--- src/rtl/fetch_stage_if.sv ---
// Bundle of fetch-stage control, instruction-memory and IF/ID signals.
// Latency: n/a (wiring only); imem_addr_o -> imem_data_i path is combinational.
// Backpressure: stall_i from the downstream pipeline is the only hold mechanism.
interface fetch_stage_if #(
  parameter int A_WIDTH = 32
);

  // Pipeline control from execute / hazard logic
  logic               stall_i;
  logic               flush_i;
  logic [A_WIDTH-1:0] redirect_pc_i;

  // Instruction memory port (byte address out, word back same cycle)
  logic [A_WIDTH-1:0] imem_addr_o;
  logic [31:0]        imem_data_i;

  // IF/ID pipeline register contents
  logic               if_id_valid_o;
  logic [31:0]        if_id_instr_o;
  logic [A_WIDTH-1:0] if_id_pc_o;
  logic [A_WIDTH-1:0] if_id_pc_plus4_o;

  // Sticky fetch fault report
  logic               fault_o;
  logic [A_WIDTH-1:0] fault_pc_o;

  // Fetch stage side
  modport slave (
    input  stall_i,
    input  flush_i,
    input  redirect_pc_i,
    input  imem_data_i,
    output imem_addr_o,
    output if_id_valid_o,
    output if_id_instr_o,
    output if_id_pc_o,
    output if_id_pc_plus4_o,
    output fault_o,
    output fault_pc_o
  );

  // Surrounding pipeline / memory side
  modport master (
    output stall_i,
    output flush_i,
    output redirect_pc_i,
    output imem_data_i,
    input  imem_addr_o,
    input  if_id_valid_o,
    input  if_id_instr_o,
    input  if_id_pc_o,
    input  if_id_pc_plus4_o,
    input  fault_o,
    input  fault_pc_o
  );

endinterface

--- src/rtl/fetch_stage.sv ---
// Instruction fetch: PC register, ROM address drive, IF/ID capture, sticky fetch fault.
// Latency: word at pc lands in IF/ID on the next rising edge; redirect costs one bubble.
// Backpressure: stall_i freezes pc and IF/ID; flush_i overrides stall; FAULT ignores both.
module fetch_stage #(
  parameter int                 A_WIDTH      = 32,
  parameter logic [A_WIDTH-1:0] RESET_VECTOR = 32'hBFC00000,
  parameter int                 ROM_BYTES    = 4096
) (
  input  logic          clk,
  input  logic          rst_n,
  fetch_stage_if.slave  bus
);

  // Highest word-aligned PC that still lies inside the ROM window
  localparam logic [A_WIDTH-1:0] LAST_PC = RESET_VECTOR + A_WIDTH'(ROM_BYTES - 4);
  localparam logic [A_WIDTH-1:0] PC_STEP = A_WIDTH'(4);

  typedef enum logic [1:0] {
    ST_BOOT  = 2'd0,
    ST_RUN   = 2'd1,
    ST_FAULT = 2'd2
  } state_t;

  state_t state_q, state_d;

  logic [A_WIDTH-1:0] pc_q, pc_d;
  logic               valid_q, valid_d;
  logic [31:0]        instr_q, instr_d;
  logic [A_WIDTH-1:0] id_pc_q, id_pc_d;
  logic [A_WIDTH-1:0] id_pc4_q, id_pc4_d;
  logic               fault_q, fault_d;
  logic [A_WIDTH-1:0] fault_pc_q, fault_pc_d;

  logic [A_WIDTH-1:0] pc_plus4;
  logic               pc_misaligned;
  logic               pc_below;
  logic               pc_above;
  logic               pc_illegal;

  // Per-edge actions decoded from state and inputs (mutually exclusive)
  logic do_redirect;
  logic do_fault;
  logic do_capture;

  // Modulo-2^A_WIDTH increment; a wrap lands below the ROM base and faults
  assign pc_plus4      = pc_q + PC_STEP;
  assign pc_misaligned = |pc_q[1:0];
  assign pc_below      = (pc_q < RESET_VECTOR);
  assign pc_above      = (pc_q > LAST_PC);
  assign pc_illegal    = pc_misaligned | pc_below | pc_above;

  // State register: async reset returns to BOOT immediately
  always_ff @(posedge clk or negedge rst_n) begin
    if (!rst_n) begin
      state_q <= ST_BOOT;
    end else begin
      state_q <= state_d;
    end
  end

  // Next state: one BOOT settle cycle, RUN until an illegal fetch, FAULT is terminal
  always_comb begin
    state_d = state_q;
    case (state_q)
      ST_BOOT:  state_d = ST_RUN;
      ST_RUN:   if (do_fault) state_d = ST_FAULT;
      ST_FAULT: state_d = ST_FAULT;
      default:  state_d = ST_BOOT;
    endcase
  end

  // Output decode: in RUN, flush beats the legality check, which beats stall
  always_comb begin
    do_redirect = 1'b0;
    do_fault    = 1'b0;
    do_capture  = 1'b0;
    case (state_q)
      ST_RUN: begin
        if (bus.flush_i) begin
          do_redirect = 1'b1;
        end else if (pc_illegal) begin
          do_fault = 1'b1;
        end else if (!bus.stall_i) begin
          do_capture = 1'b1;
        end
      end
      default: begin
      end
    endcase
  end

  // Datapath next values; everything holds unless one action fires
  always_comb begin
    pc_d       = pc_q;
    valid_d    = valid_q;
    instr_d    = instr_q;
    id_pc_d    = id_pc_q;
    id_pc4_d   = id_pc4_q;
    fault_d    = fault_q;
    fault_pc_d = fault_pc_q;

    if (do_redirect) begin
      // Squash only the valid bit; the stale payload is harmless once invalid
      valid_d = 1'b0;
      pc_d    = bus.redirect_pc_i;
    end

    if (do_fault) begin
      valid_d    = 1'b0;
      fault_d    = 1'b1;
      fault_pc_d = pc_q;
    end

    if (do_capture) begin
      valid_d  = 1'b1;
      instr_d  = bus.imem_data_i;
      id_pc_d  = pc_q;
      id_pc4_d = pc_plus4;
      pc_d     = pc_plus4;
    end
  end

  // PC, IF/ID and fault registers with async reset
  always_ff @(posedge clk or negedge rst_n) begin
    if (!rst_n) begin
      pc_q       <= RESET_VECTOR;
      valid_q    <= 1'b0;
      instr_q    <= 32'h0;
      id_pc_q    <= '0;
      id_pc4_q   <= '0;
      fault_q    <= 1'b0;
      fault_pc_q <= '0;
    end else begin
      pc_q       <= pc_d;
      valid_q    <= valid_d;
      instr_q    <= instr_d;
      id_pc_q    <= id_pc_d;
      id_pc4_q   <= id_pc4_d;
      fault_q    <= fault_d;
      fault_pc_q <= fault_pc_d;
    end
  end

  // ROM address follows pc in every state, including FAULT
  assign bus.imem_addr_o      = pc_q;
  assign bus.if_id_valid_o    = valid_q;
  assign bus.if_id_instr_o    = instr_q;
  assign bus.if_id_pc_o       = id_pc_q;
  assign bus.if_id_pc_plus4_o = id_pc4_q;
  assign bus.fault_o          = fault_q;
  assign bus.fault_pc_o       = fault_pc_q;

endmodule

--- src/flat_wrapper.sv ---
// flat-port wrapper written by rule: the top's interface ports become plain ports
module fetch_stage_flat 
#(
  parameter int                 A_WIDTH      = 32,
  parameter logic [A_WIDTH-1:0] RESET_VECTOR = 32'hBFC00000,
  parameter int                 ROM_BYTES    = 4096
)
  (clk, rst_n, bus_stall_i, bus_flush_i, bus_redirect_pc_i, bus_imem_data_i, bus_imem_addr_o, bus_if_id_valid_o, bus_if_id_instr_o, bus_if_id_pc_o, bus_if_id_pc_plus4_o, bus_fault_o, bus_fault_pc_o);
  fetch_stage_if #(.A_WIDTH(A_WIDTH)) bus_i ();
  input  logic clk;
  input  logic rst_n;
  input wire logic [$bits(bus_i.stall_i)-1:0] bus_stall_i;
  input wire logic [$bits(bus_i.flush_i)-1:0] bus_flush_i;
  input wire logic [$bits(bus_i.redirect_pc_i)-1:0] bus_redirect_pc_i;
  input wire logic [$bits(bus_i.imem_data_i)-1:0] bus_imem_data_i;
  output wire logic [$bits(bus_i.imem_addr_o)-1:0] bus_imem_addr_o;
  output wire logic [$bits(bus_i.if_id_valid_o)-1:0] bus_if_id_valid_o;
  output wire logic [$bits(bus_i.if_id_instr_o)-1:0] bus_if_id_instr_o;
  output wire logic [$bits(bus_i.if_id_pc_o)-1:0] bus_if_id_pc_o;
  output wire logic [$bits(bus_i.if_id_pc_plus4_o)-1:0] bus_if_id_pc_plus4_o;
  output wire logic [$bits(bus_i.fault_o)-1:0] bus_fault_o;
  output wire logic [$bits(bus_i.fault_pc_o)-1:0] bus_fault_pc_o;
  assign bus_i.stall_i = bus_stall_i;
  assign bus_i.flush_i = bus_flush_i;
  assign bus_i.redirect_pc_i = bus_redirect_pc_i;
  assign bus_i.imem_data_i = bus_imem_data_i;
  assign bus_imem_addr_o = bus_i.imem_addr_o;
  assign bus_if_id_valid_o = bus_i.if_id_valid_o;
  assign bus_if_id_instr_o = bus_i.if_id_instr_o;
  assign bus_if_id_pc_o = bus_i.if_id_pc_o;
  assign bus_if_id_pc_plus4_o = bus_i.if_id_pc_plus4_o;
  assign bus_fault_o = bus_i.fault_o;
  assign bus_fault_pc_o = bus_i.fault_pc_o;
  fetch_stage #(.A_WIDTH(A_WIDTH), .RESET_VECTOR(RESET_VECTOR), .ROM_BYTES(ROM_BYTES)) u_core (.clk(clk), .rst_n(rst_n), .bus(bus_i));
endmodule
--- config.mk ---
export PLATFORM = sky130hd
export DESIGN_NAME = fetch_stage_flat
export DESIGN_NICKNAME = d
export VERILOG_FILES = /design/src/rtl/fetch_stage_if.sv /design/src/rtl/fetch_stage.sv /design/src/flat_wrapper.sv
export SDC_FILE = /design/constraint.sdc
export NUM_CORES = 1
export LEC_CHECK = 0
export ABC_AREA = 1
export BUFFER_PORTS_ARGS = -buffer_cell sky130_fd_sc_hd__buf_2
export CORE_ASPECT_RATIO = 0.5
export CORE_UTILIZATION = 50
export CTS_CLUSTER_SIZE = 10
export DETAILED_ROUTE_END_ITERATION = 7
export PLACE_DENSITY = 0.8
export RECOVER_POWER = 100
export SLEW_MARGIN = 5
export SYNTH_ARGS = -nofsm -noshare
export SYNTH_HDL_FRONTEND = slang
export SYNTH_SLANG_ARGS = --single-unit
--- constraint.sdc ---
create_clock -name clk -period 2 [get_ports clk]
set_input_delay 0.3 -clock clk [delete_from_list [all_inputs] [get_ports clk]]
set_output_delay 0.3 -clock clk [all_outputs]
set_load 0.02 [all_outputs]
---- Word level (Yosys, flattened, before mapping) ----
Index checks and enable logic that the tools add are counted.
storage, ports and cells
  input port bits ......................... 68
  register bits ........................... 164
  output and inout bits ................... 162
  logic and storage cells ................. 36
cells by class
  $lt $le $gt $ge ......................... 2
  equal/unequal tests ..................... 3
  multiplexer cells ....................... 16
  add/subtract/negate cells ............... 1
  bitwise logic cells ..................... 2
  reductions and logical operators ........ 4
operator list
  kind                                                   number
  two-way mux 32 bit                                     2
  adder 32 x 3 -> 32 bit, second input constant          1
  > comparator 32 bit, second input constant             1
  less-than comparator 32 bit, second input constant     1
  two-way mux 1 bit                                      12
  case mux 2 bit (3 select lines)                        1
  nonzero test 3 bit                                     1
  == test 2 x 1 -> 1 bit, second input constant          1
  == test 2 bit, second input constant                   1
  zero test 2 bit                                        1
  two-way mux 2 bit                                      1
  inequality test 2 x 1 -> 1 bit, second input constant  1
  OR 1 bit                                               2
  nonzero test 2 bit                                     1
  OR reduction 2 bit                                     1

---- Depth between registers and ports, before layout ----
  word-level depth ........................ 8
  gate-level depth with buffers ........... 11

---- Least setup slack after synthesis ----
OpenSTA, ideal clock, no wires.
  path type ............................... reg-to-reg
  start point ............................. register u_core.pc_q[26], in the netlist u_core.bus.imem_addr_o[26]
  end point ............................... register u_core.id_pc4_q[13], in the netlist u_core.bus.if_id_pc_plus4_o[13]
  data required time ...................... 1,880 ps
  path slack .............................. 222 ps
  buffers on the path ..................... 2
  cell stages (with the launch flop) ...... 10
  setup time .............................. 120 ps
  data arrival time ....................... 1,658 ps
  period minus slack after synthesis ...... 1,778 ps
  cells stage by stage .................... dfstp_2 nand2_1 nor2_1 inv_1 nor2_2 nand4_4 inv_2 buf_2 buf_2 nor2_1
between the ends
  cells in the longest elaborated chain, start to end .. 6
ends and longest elaborated chain
  item                         RTL line            text
  start, declared              fetch_stage.sv:26   logic [A_WIDTH-1:0] pc_q, pc_d;
  start signal, assigned       fetch_stage.sv:134  pc_q <= pc_d;
  less-than comparator 32 bit  fetch_stage.sv:48   assign pc_below = (pc_q < RESET_VECTOR);
  OR 1 bit                     fetch_stage.sv:50   assign pc_illegal = pc_misaligned | pc_below | pc_above;
  OR 1 bit *                   fetch_stage.sv:50
  two-way mux 1 bit *          fetch_stage.sv:81   end else if (pc_illegal) begin
  two-way mux 1 bit *          fetch_stage.sv:79   if (bus.flush_i) begin
  two-way mux 1 bit *          fetch_stage.sv:77   case (state_q)
  end signal, assigned         fetch_stage.sv:138  id_pc4_q <= id_pc4_d;
  end, declared                fetch_stage.sv:30   logic [A_WIDTH-1:0] id_pc4_q, id_pc4_d;
Every way passes the cells marked *; elsewhere a longest branch is shown, timed or not.
A chain may end at the register's enable or synchronous reset.

---- Worst setup path in the final report ----
  start point ............................. register u_core.pc_q[26], in the netlist u_core.bus.imem_addr_o[26]
  end point ............................... register u_core.pc_q[5], in the netlist u_core.bus.imem_addr_o[5]
between the ends
  cells in the longest elaborated chain, start to end .. 7
ends and longest elaborated chain
  item                                                      RTL line
  less-than comparator 32 bit                               fetch_stage.sv:48
  OR 1 bit                                                  fetch_stage.sv:50
  OR 1 bit *                                                fetch_stage.sv:50
  two-way mux 1 bit *                                       fetch_stage.sv:81
  two-way mux 1 bit *                                       fetch_stage.sv:79
  two-way mux 1 bit *                                       fetch_stage.sv:77
  two-way mux 32 bit or nonzero test 2 bit (tied branches)  --
Marked as above.

==> impl_metrics.py <==
metrics = {
    "die": {
        "dieArea_um2": 13300,
        "start_util_pct": 52.8,
        "die_y_um": 82.1,
        "die_w_um": 162,
        "rows": 28,
        "core_area_um2": 12200,
        "ios": 230,
    },
    "worst_hold_path": {
        "hold_end": "u_core.bus.if_id_instr_o[24]",
        "hold-path-cell-count": 3,
        "hold_class": "primary input to flop",
        "holdCritStartpoint": "bus_imem_data_i[24]",
    },
    "critical_path": {
        "reg2reg_from": "u_core.bus.imem_addr_o[26]",
        "worstReg2RegEnd": "u_core.bus.imem_addr_o[5]",
        "startpoint_type": "flop",
        "crit_type": "flop to flop",
        "cp.required_ns": 2.30,
        "worstPathArrival_ns": 2.19,
        "end_kind": "flop",
        "r2r_cells": 10,
        "rrSetupSlack_ns": 0.11,
        "cp_max_fo": 61,
    },
    "power_and_ir_drop": {
        "sequentialPowerShare_pct": 41.1,
        "p_clk_share_pct": 31.9,
        "power_frac_comb_pct": 27.0,
        "power.density_nw_per_um2": 1340,
        "leakagePower_nw": 4.41,
        "p_switching_mw": 3.93,
        "max-vdd-ir-drop_mv": 0.650,
        "p_sw_share_pct": 35.7,
        "internal_power_mw": 7.07,
    },
    "cells_and_area": {
        "syn_to_final_growth_pct": 27.9,
        "layout-drive-gt1-share_pct": 15.2,
        "final_util_pct": 67.5,
        "fin_nets": 999,
        "stdcell_count": 1107,
    },
    "route": {
        "vias": 5406,
        "drt_first_iter_violations": 474,
        "wire_per_inst_um": 14.4,
        "wl_um": 16000,
        "ant_nets": 0,
        "detail_route.vias_per_cell": 4.88,
        "first_pass_iters": 5,
        "drcViolationCount": 0,
    },
    "logic_synthesis": {
        "synth.distinct_cells": 23,
        "syn_nets": 770,
        "syn_inst": 699,
        "synthesis.area_um2": 6420,
        "syn_avg_cell_area_um2": 9.18,
        "ys_warn_count": 0,
        "synth_seq_cells": 162,
        "yosysSeqAreaShare_pct": 63.3,
    },
    "sta": {
        "clock.fmax_mhz": 530,
        "period_minus_slack_ns": 1.89,
        "setup_slack_ns": 0.113,
        "rsz0062_at_grt": "false",
        "fin_crit_sh_pct": 94.4,
        "fin_tns_setup_ns": 0,
        "hold_viol": 0,
        "finalSetupViolations": 0,
        "slew_headroom_pct": 32.1,
        "skew_ns": 0.0108,
        "finalMaxSlewViolations": 0,
        "worstMarginPinSlew_ns": 1.02,
    },
    "clock_tree": {
        "postCtsSetupBuffers": 0,
        "htree_levels": 4,
        "cts-root-buf": "clkbuf_16",
        "cts_made_buffers": 17,
        "clk_latency_ns": 0.41,
        "cts_num_sinks": 162,
        "clkTransAtPathRegs_ns": 0.06,
        "clockBufferDepth": 2,
        "cts_tree": "yes",
    },
    "place": {
        "hpwl_um": 11400,
        "dpl_worst_slack_ns": 0.0869,
        "place_congestion": 0.843,
        "portBuffers": 229,
        "place_inst": 1073,
    },
    "global_routing": {
        "track_usage_pct": 24.4,
        "antenna_found_initial": 1,
        "grt_start_max_net_pins": 67,
        "grt_pass1_vias": 5001,
        "grt_pass1_wl_um": 25000,
        "grt_remaining_overflow": 0,
    },
    "run_status": {
        "status": "completed",
    },
    "job": {
        "maxCapViolations": 0,
    },
}
-- worst max path at each step --
stage / startpoint / to / depth (start not counted)
finish: u_core.bus.imem_addr_o[26] / u_core.bus.imem_addr_o[5] / 10
global route: u_core.bus.imem_addr_o[25] / u_core.bus.imem_addr_o[5] / 10
detailed placement: u_core.bus.imem_addr_o[27] / u_core.bus.if_id_pc_plus4_o[24] / 8
floorplan: u_core.bus.imem_addr_o[26] / u_core.bus.if_id_pc_plus4_o[13] / 9
CTS: u_core.bus.imem_addr_o[26] / u_core.bus.if_id_pc_plus4_o[24] / 8
global placement: u_core.bus.imem_addr_o[26] / u_core.bus.if_id_pc_plus4_o[22] / 8
-- per-stage QoR --
stage | hold slack (ns) | cell area, um^2 | total power [mW]
floorplan | 0.00441 | 6420 | 6.45
global placement | 0.235 | 7780 | 7.57
detailed placement | 0.239 | 7780 | 7.68
CTS | 0.0651 | 8430 | 11.2
global route | 0.0684 | 8210 | 11.6
finish | 0.0782 | 8210 | 11.0
-- timing repair --
action / CTS / global route
endpoints found under the hold margin: 35 / 0
hold buffers: 1 / 0
endpoints found under the setup margin: 0 / 28
resized for setup: 0 / 1
-- final cells by class --
type	count	area [um^2]
fill	1056	3950
timing repair buffer	243	1100
inverter	82	308
clock buffer	22	454
sequential	162	4070
clock inverter	10	184
antenna	1	2.50
tap	165	206
multi-input combinational	422	1890
-- registers in the layout, summed over array words and instances, names as in the netlist --
name and count:
u_core.bus.fault_pc_o 32, u_core.state_q 2, u_core.bus.if_id_pc_o 30, u_core.bus.fault_o 1, u_core.bus.if_id_instr_o 32, u_core.bus.if_id_pc_plus4_o 32, u_core.bus.imem_addr_o 32, u_core.bus.if_id_valid_o 1
-- worst max-delay path, cell delays in order (launching register included) --
cell and delay (ns):
dfstp_2 0.55, nand2_1 0.05, nor2_1 0.13, inv_1 0.07, nor2_2 0.22, nand4_4 0.19
buf_12 0.25, nand2_1 0.11, nand3_1 0.09, nand2_1 0.08, inv_1 0.04
-- cells in the final DEF (no fill, tap or decap), types with 5 or more instances in the layout --
cell type	Yosys	final
dfrtp_1	153	153
xor2_1	5	5
dfstp_2	9	9
nand3_1	26	25
o21ai_0	69	69
nand3b_1	9	9
bufinv_16	0	5
inv_1	79	79
clkbuf_1	11	166
clkbuf_16	0	17
or2_2	18	18
nand2_1	237	237
nor2_1	44	44
buf_2	17	66
nand4_1	5	5
-- Yosys cell counts --
| library cell | n | share of area, % |
|---|---|---|
| nand2_1 | 237 | 14 |
| dfrtp_1 | 153 | 60 |
| inv_1 | 79 | 4.6 |
| o21ai_0 | 69 | 5.4 |
| nor2_1 | 44 | 2.6 |
| nand3_1 | 26 | 2.0 |
| or2_2 | 18 | 1.8 |
| buf_2 | 17 | 1.3 |
| clkbuf_1 | 11 | 0.64 |
| dfstp_2 | 9 | 3.7 |
| nand3b_1 | 9 | 1.1 |
| nand4_1 | 5 | 0.49 |
| xor2_1 | 5 | 0.68 |
| buf_4 | 4 | 0.47 |
| ha_1 | 3 | 0.58 |
| inv_2 | 3 | 0.18 |
| buf_1 | 1 | 0.058 |
| nand2_2 | 1 | 0.098 |
| nand4_4 | 1 | 0.33 |
| nor2_2 | 1 | 0.098 |
| nor3_1 | 1 | 0.078 |
| nor3b_4 | 1 | 0.29 |
| o21ai_1 | 1 | 0.078 |
-- per-layer routing --
metal  GRT usage, %  wire, um
met2           40.9      7850
met5              0         0
met4           8.87       222
met3           5.00       900
met1           32.0      7000
-- power by group through the flow --
| stage | Combinational, mW | Clock [mW] | Sequential (mW) |
|---|---|---|---|
| floorplan | 1.22 | 0 | 5.22 |
| global placement | 3.09 | 0 | 4.49 |
| detailed placement | 3.15 | 0 | 4.53 |
| CTS | 3.17 | 3.56 | 4.49 |
| global route | 3.28 | 3.70 | 4.61 |
| finish | 2.97 | 3.51 | 4.52 |
-- cells by family (layout without fill, tap and decap cells) --
family	count (synthesis)	count (layout)	share of synthesized area, %
adders and majority gates	3	3	0.585
other	0	1	0
DFF	162	162	63.3
AOI/OAI and AO/OA	70	70	5.46
xor gates and xnor gates	5	5	0.682
and+or+nand+nor	344	344	22.7
buffers and inverters	115	357	7.29
Power figures use the tool's default switching activity.
